`src/rtl/gate_tester.sv`:
```
// Truth-table checker for a two-input gate: drives all four {A,B} vectors,
// lets the gate output settle, samples it through a synchronizer and flags mismatches.
module gate_tester #(
    parameter int SETTLE_CYCLES = 4
) (
    input  logic       clk,
    input  logic       rst_n,
    input  logic       start,
    input  logic [2:0] sel,
    input  logic       c_in,
    output logic       a_out,
    output logic       b_out,
    output logic       busy,
    output logic       done,
    output logic       pass,
    output logic [3:0] fail_vec,
    output logic       err_sel,
    output logic [2:0] state_dbg
);

    typedef enum logic [2:0] {
        S_IDLE   = 3'd0,
        S_DRIVE  = 3'd1,
        S_SETTLE = 3'd2,
        S_CHECK  = 3'd3,
        S_DONE   = 3'd4
    } state_t;

    localparam logic [7:0] SETTLE_LAST = 8'(SETTLE_CYCLES - 1);

    state_t     state, next_state;
    logic [1:0] vec;
    logic [7:0] settle_cnt;
    logic       c_meta, c_s;
    logic [2:0] sel_q;
    logic       sel_legal;
    logic       expected;
    logic       mismatch;
    logic [3:0] fail_next;

    // Stimulus comes straight from the vector counter, so it holds 11 after a run.
    assign a_out     = vec[1];
    assign b_out     = vec[0];
    assign busy      = (state == S_DRIVE) || (state == S_SETTLE) || (state == S_CHECK);
    assign done      = (state == S_DONE);
    assign state_dbg = state;
    assign sel_legal = (sel <= 3'd5);

    always_ff @(posedge clk or negedge rst_n) begin
        if (!rst_n) begin
            c_meta <= 1'b0;
            c_s    <= 1'b0;
        end else begin
            c_meta <= c_in;
            c_s    <= c_meta;
        end
    end

    always_comb begin
        expected = 1'b0;
        case (sel_q)
            3'd0:    expected = vec[1] & vec[0];
            3'd1:    expected = vec[1] | vec[0];
            3'd2:    expected = ~(vec[1] & vec[0]);
            3'd3:    expected = ~(vec[1] | vec[0]);
            3'd4:    expected = vec[1] ^ vec[0];
            3'd5:    expected = ~(vec[1] ^ vec[0]);
            default: expected = 1'b0;
        endcase
        mismatch       = (c_s != expected);
        fail_next      = fail_vec;
        fail_next[vec] = mismatch;
    end

    always_comb begin
        next_state = state;
        case (state)
            S_IDLE: begin
                if (start) next_state = sel_legal ? S_DRIVE : S_DONE;
            end
            S_DRIVE:  next_state = S_SETTLE;
            S_SETTLE: begin
                if (settle_cnt == SETTLE_LAST) next_state = S_CHECK;
            end
            S_CHECK:  next_state = (vec == 2'd3) ? S_DONE : S_DRIVE;
            S_DONE:   next_state = S_IDLE;
            default:  next_state = S_IDLE;
        endcase
    end

    always_ff @(posedge clk or negedge rst_n) begin
        if (!rst_n) state <= S_IDLE;
        else        state <= next_state;
    end

    always_ff @(posedge clk or negedge rst_n) begin
        if (!rst_n) begin
            vec        <= 2'd0;
            settle_cnt <= 8'd0;
            sel_q      <= 3'd0;
            fail_vec   <= 4'd0;
            pass       <= 1'b0;
            err_sel    <= 1'b0;
        end else begin
            case (state)
                S_IDLE: begin
                    if (start) begin
                        fail_vec <= 4'd0;
                        pass     <= 1'b0;
                        if (sel_legal) begin
                            sel_q   <= sel;
                            err_sel <= 1'b0;
                            vec     <= 2'd0;
                        end else begin
                            err_sel <= 1'b1;
                        end
                    end
                end
                S_DRIVE:  settle_cnt <= 8'd0;
                S_SETTLE: settle_cnt <= settle_cnt + 8'd1;
                S_CHECK: begin
                    fail_vec <= fail_next;
                    if (vec == 2'd3) pass <= ~err_sel & (fail_next == 4'd0);
                    else             vec  <= vec + 2'd1;
                end
                default: ;
            endcase
        end
    end

endmodule

```
`config.mk`:
```
export PLATFORM = sky130hd
export DESIGN_NAME = gate_tester
export DESIGN_NICKNAME = d
export VERILOG_FILES = /design/src/rtl/gate_tester.sv
export SDC_FILE = /design/constraint.sdc
export NUM_CORES = 1
export LEC_CHECK = 0
export BUFFER_PORTS_ARGS = -buffer_cell sky130_fd_sc_hd__buf_2
export CORE_AREA = 10 10 63 75
export DETAILED_ROUTE_END_ITERATION = 8
export DIE_AREA = 0 0 73 85
export SYNTH_ARGS = -nofsm -noshare
export SYNTH_HDL_FRONTEND = slang
export SYNTH_SLANG_ARGS = --single-unit
```
`constraint.sdc`:
```
create_clock -name clk -period 2.3 [get_ports clk]
set_clock_uncertainty 0.15 [all_clocks]
set_input_delay 0.115 -clock clk [delete_from_list [all_inputs] [get_ports clk]]
set_output_delay 0.115 -clock clk [all_outputs]
set_load 0.01 [all_outputs]
```
==> out/results.ini <==
[critical_path]
critPathRequiredTime_ps = 2310
max_stage_delay_ps = 420
r2r_start = vec[1]$_DFFE_PN0P_
crit_type = register to register
cp_cell_sequence = inv_1 > ha_1 > xnor2_1 > nor3b_1 > a211oi_2 > xnor2_1 > o31ai_1
cp_top_family = XOR/XNOR gates
cp.arrival_ps = 2010
path_common_cell = xnor2_1
crit_path_start_kind = register
end_kind = register
startpoint = vec[1]$_DFFE_PN0P_
crit_fanout = 5
cp_slowest_cell = dfrtp_1
critPathBufInv = 1

[global_routing]
grt_max_degree = 25
grt_first_pass_wirelength_mm = 5.057
grt-ovfl-total = 0
antenna_found_initial = 0
grt_pass1_vias = 1106
grt.total_usage_pct = 9.806

[sta]
finalCriticalPeriod_ps = 1999
period_share_pct = 86.93
setup_tns_ps = 0
relSlewSlack_pct = 64.24
tightestPinTransition_ps = 536.3
slew_violations = 0
grt_setup_unrepaired = false
hold_slack_ps = 163.2
fmax_mhz = 500.1
setup_violations = 0
hold_violations = 0

[yosys]
synth-async-reset-ratio_pct = 100.0
synth_nets = 145
synth_seq_cells = 24
netlist_area_um2 = 1285
syn_area_per_cell_um2 = 9.662
synth_top_area_cell = dfrtp_1
synthCells = 133
ys_dominant_reg_cell = dfrtp_1
synth.area.top_cells = dfrtp_1 47%, ha_1 4.9%, o31ai_1 4.1%
synth_edf_count = 0
ys_seq_area_share_pct = 46.74
yosysWarnings = 0
synth_cell_types = 38
synth_top_area_share_pct = 46.74

[routing]
drt-wirelength-per-cell_um = 14.58
drc_errors = 0
ant_nets = 0
finalWirelength_mm = 2.887
num_vias = 1049
viasPerCell = 5.298
first_pass_iters = 4
drtIter0Drc = 81

[cts]
ctsResizeCount = 0
cts.sinks = 24
post_cts_buffers = 0
cts_root_buf = clkbuf_8
cts_buffers = 3
cts_tree = built
clkLatencyLatePin_ps = 270
clkTransAtPathRegs_ps = 90
clk_path_buf_depth = 2
cts_max_level = 1

[job]
cap_viol_max_count = 0

[cells_and_area]
layout-drive-gt1-share_pct = 22.36
fin_nets = 174
mostFrequentLayoutCell = dfrtp_1
mostFrequentLayoutCells = 24 x dfrtp_1, 19 x buf_2, 13 x nor2_1
area_growth_syn_to_layout_pct = 21.32
n_antenna_cell = 0

[floorplan]
die_area_um2 = 6205
die_h_um = 85
coreArea_um2 = 3281
start_util_pct = 39.17
fp.dieW_um = 73
ioPinCount = 20
core.rowCount = 23

[pwr]
power_switching_mw = 0.7871
leakage_nw = 0.7512
pwr-share-clk_pct = 18.6
p_comb_share_pct = 46.3
p_seq_share_pct = 35.1
peakVddDrop_uv = 633.2
p_int_mw = 1.195
p_sw_share_pct = 39.72
power.density_nw_per_um2 = 1271

[placed_design]
numPortBuffers = 19
hpwl_mm = 2.163
gp_congestion = 0.8438

[worst_hold_path]
min_path_type = input port to register
worstHoldStart = start

[outcome]
status = finished, final reports clean

## cell type report
class                           instances  area [um^2]
Clock buffer                            3        41.29
Clock inverter                          1        30.03
Fill cell                             310         1722
Inverter                                9        33.78
Multi-Input combinational cell         96        631.9
Sequential cell                        24        600.6
Tap cell                               37        46.29
Timing Repair Buffer                   28        175.2
## final timing paths
kind | endpoint | slack [ps] | cells past startpoint
max | fail_vec[3]$_DFFE_PN0P_ | 300 | 7
min reg2reg | c_s$_DFF_PN0_ | 210 | 0
min in group asynchronous | fail_vec[2]$_DFFE_PN0P_ | 200 | 2
min | state_dbg[0]$_DFFE_PN0P_ | 160 | 4
max reg2reg | fail_vec[3]$_DFFE_PN0P_ | 300 | 7
max in group asynchronous | state_dbg[1]$_DFFE_PN0P_ | 1440 | 2
## cell families (layout without fill, tap and decap cells)
group	after synthesis	count (layout)	share of synthesized area (%)
adders and majority gates	5	5	4.869
muxes	3	3	2.532
AOI/OAI and AO/OA	36	36	20.16
xor gates and xnor gates	2	2	1.363
DFF	24	24	46.74
and+or+nand+nor	50	50	20.25
buffers and inverters	13	41	4.089
## power by group through the flow
stage / Combinational, mW / Sequential (mW) / Clock (mW)
floorplan: 0.633 / 0.690 / 0
global placement: 0.896 / 0.695 / 0
detailed placement: 0.911 / 0.703 / 0
CTS: 0.925 / 0.697 / 0.382
global route: 1.04 / 0.722 / 0.396
finish: 0.918 / 0.696 / 0.368
## flip-flops by register name, summed over array words and instances, names as in the netlist
register,count
vec,2
settle_cnt,8
c_s,1
err_sel,1
c_meta,1
fail_vec,4
pass,1
sel_q,3
state_dbg,3
## synth_stat cells (2+ instances only)
cell type and instances:
and2_1 3, o21ai_1 3, nand4_1 4, xnor2_1 2, nor2b_1 2, inv_1 8, nand3_1 7, nor3_1 2
ha_1 5, a22o_1 2, a21o_1 2, nand2_1 10, o31ai_1 7, nand3b_1 2, mux2_2 2, o22a_1 2
o21ai_0 9, dfrtp_1 24, a21oi_1 3, nor3b_1 2, nor2_1 13, buf_2 3
## metrics by stage
stage	instances	setup slack (ps)	utilization, %	total power, mW	cell area [um^2]
after floorplan	133	437.4	-	1.322	1285
after global placement	189	347.0	43.82	1.591	1438
after detailed placement	189	299.1	43.82	1.614	1438
after CTS	198	294.0	47.52	2.004	1559
after global routing	198	127.2	47.52	2.160	1559
final	198	300.5	47.52	1.982	1559
## timing repair
item,in CTS,in global routing
hold endpoints to repair,28,0
hold buffers,5,0
setup endpoints to repair,0,0
## layer usage
layer	GRT usage, %	wire length, um	vias to the layer above
met2	16.29	1466	18
met4	4.844	47	0
li1	-	-	534
met5	0	0	-
met3	2.914	143	5
met1	10.94	1229	492
## worst register-to-register path: stages, from the launching register on
cell      delay, ps
dfrtp_1         420
inv_1            90
ha_1            330
xnor2_1         140
nor3b_1         240
a211oi_2         90
xnor2_1         330
o31ai_1         110
No activity file was read; power rests on OpenSTA's default activity.
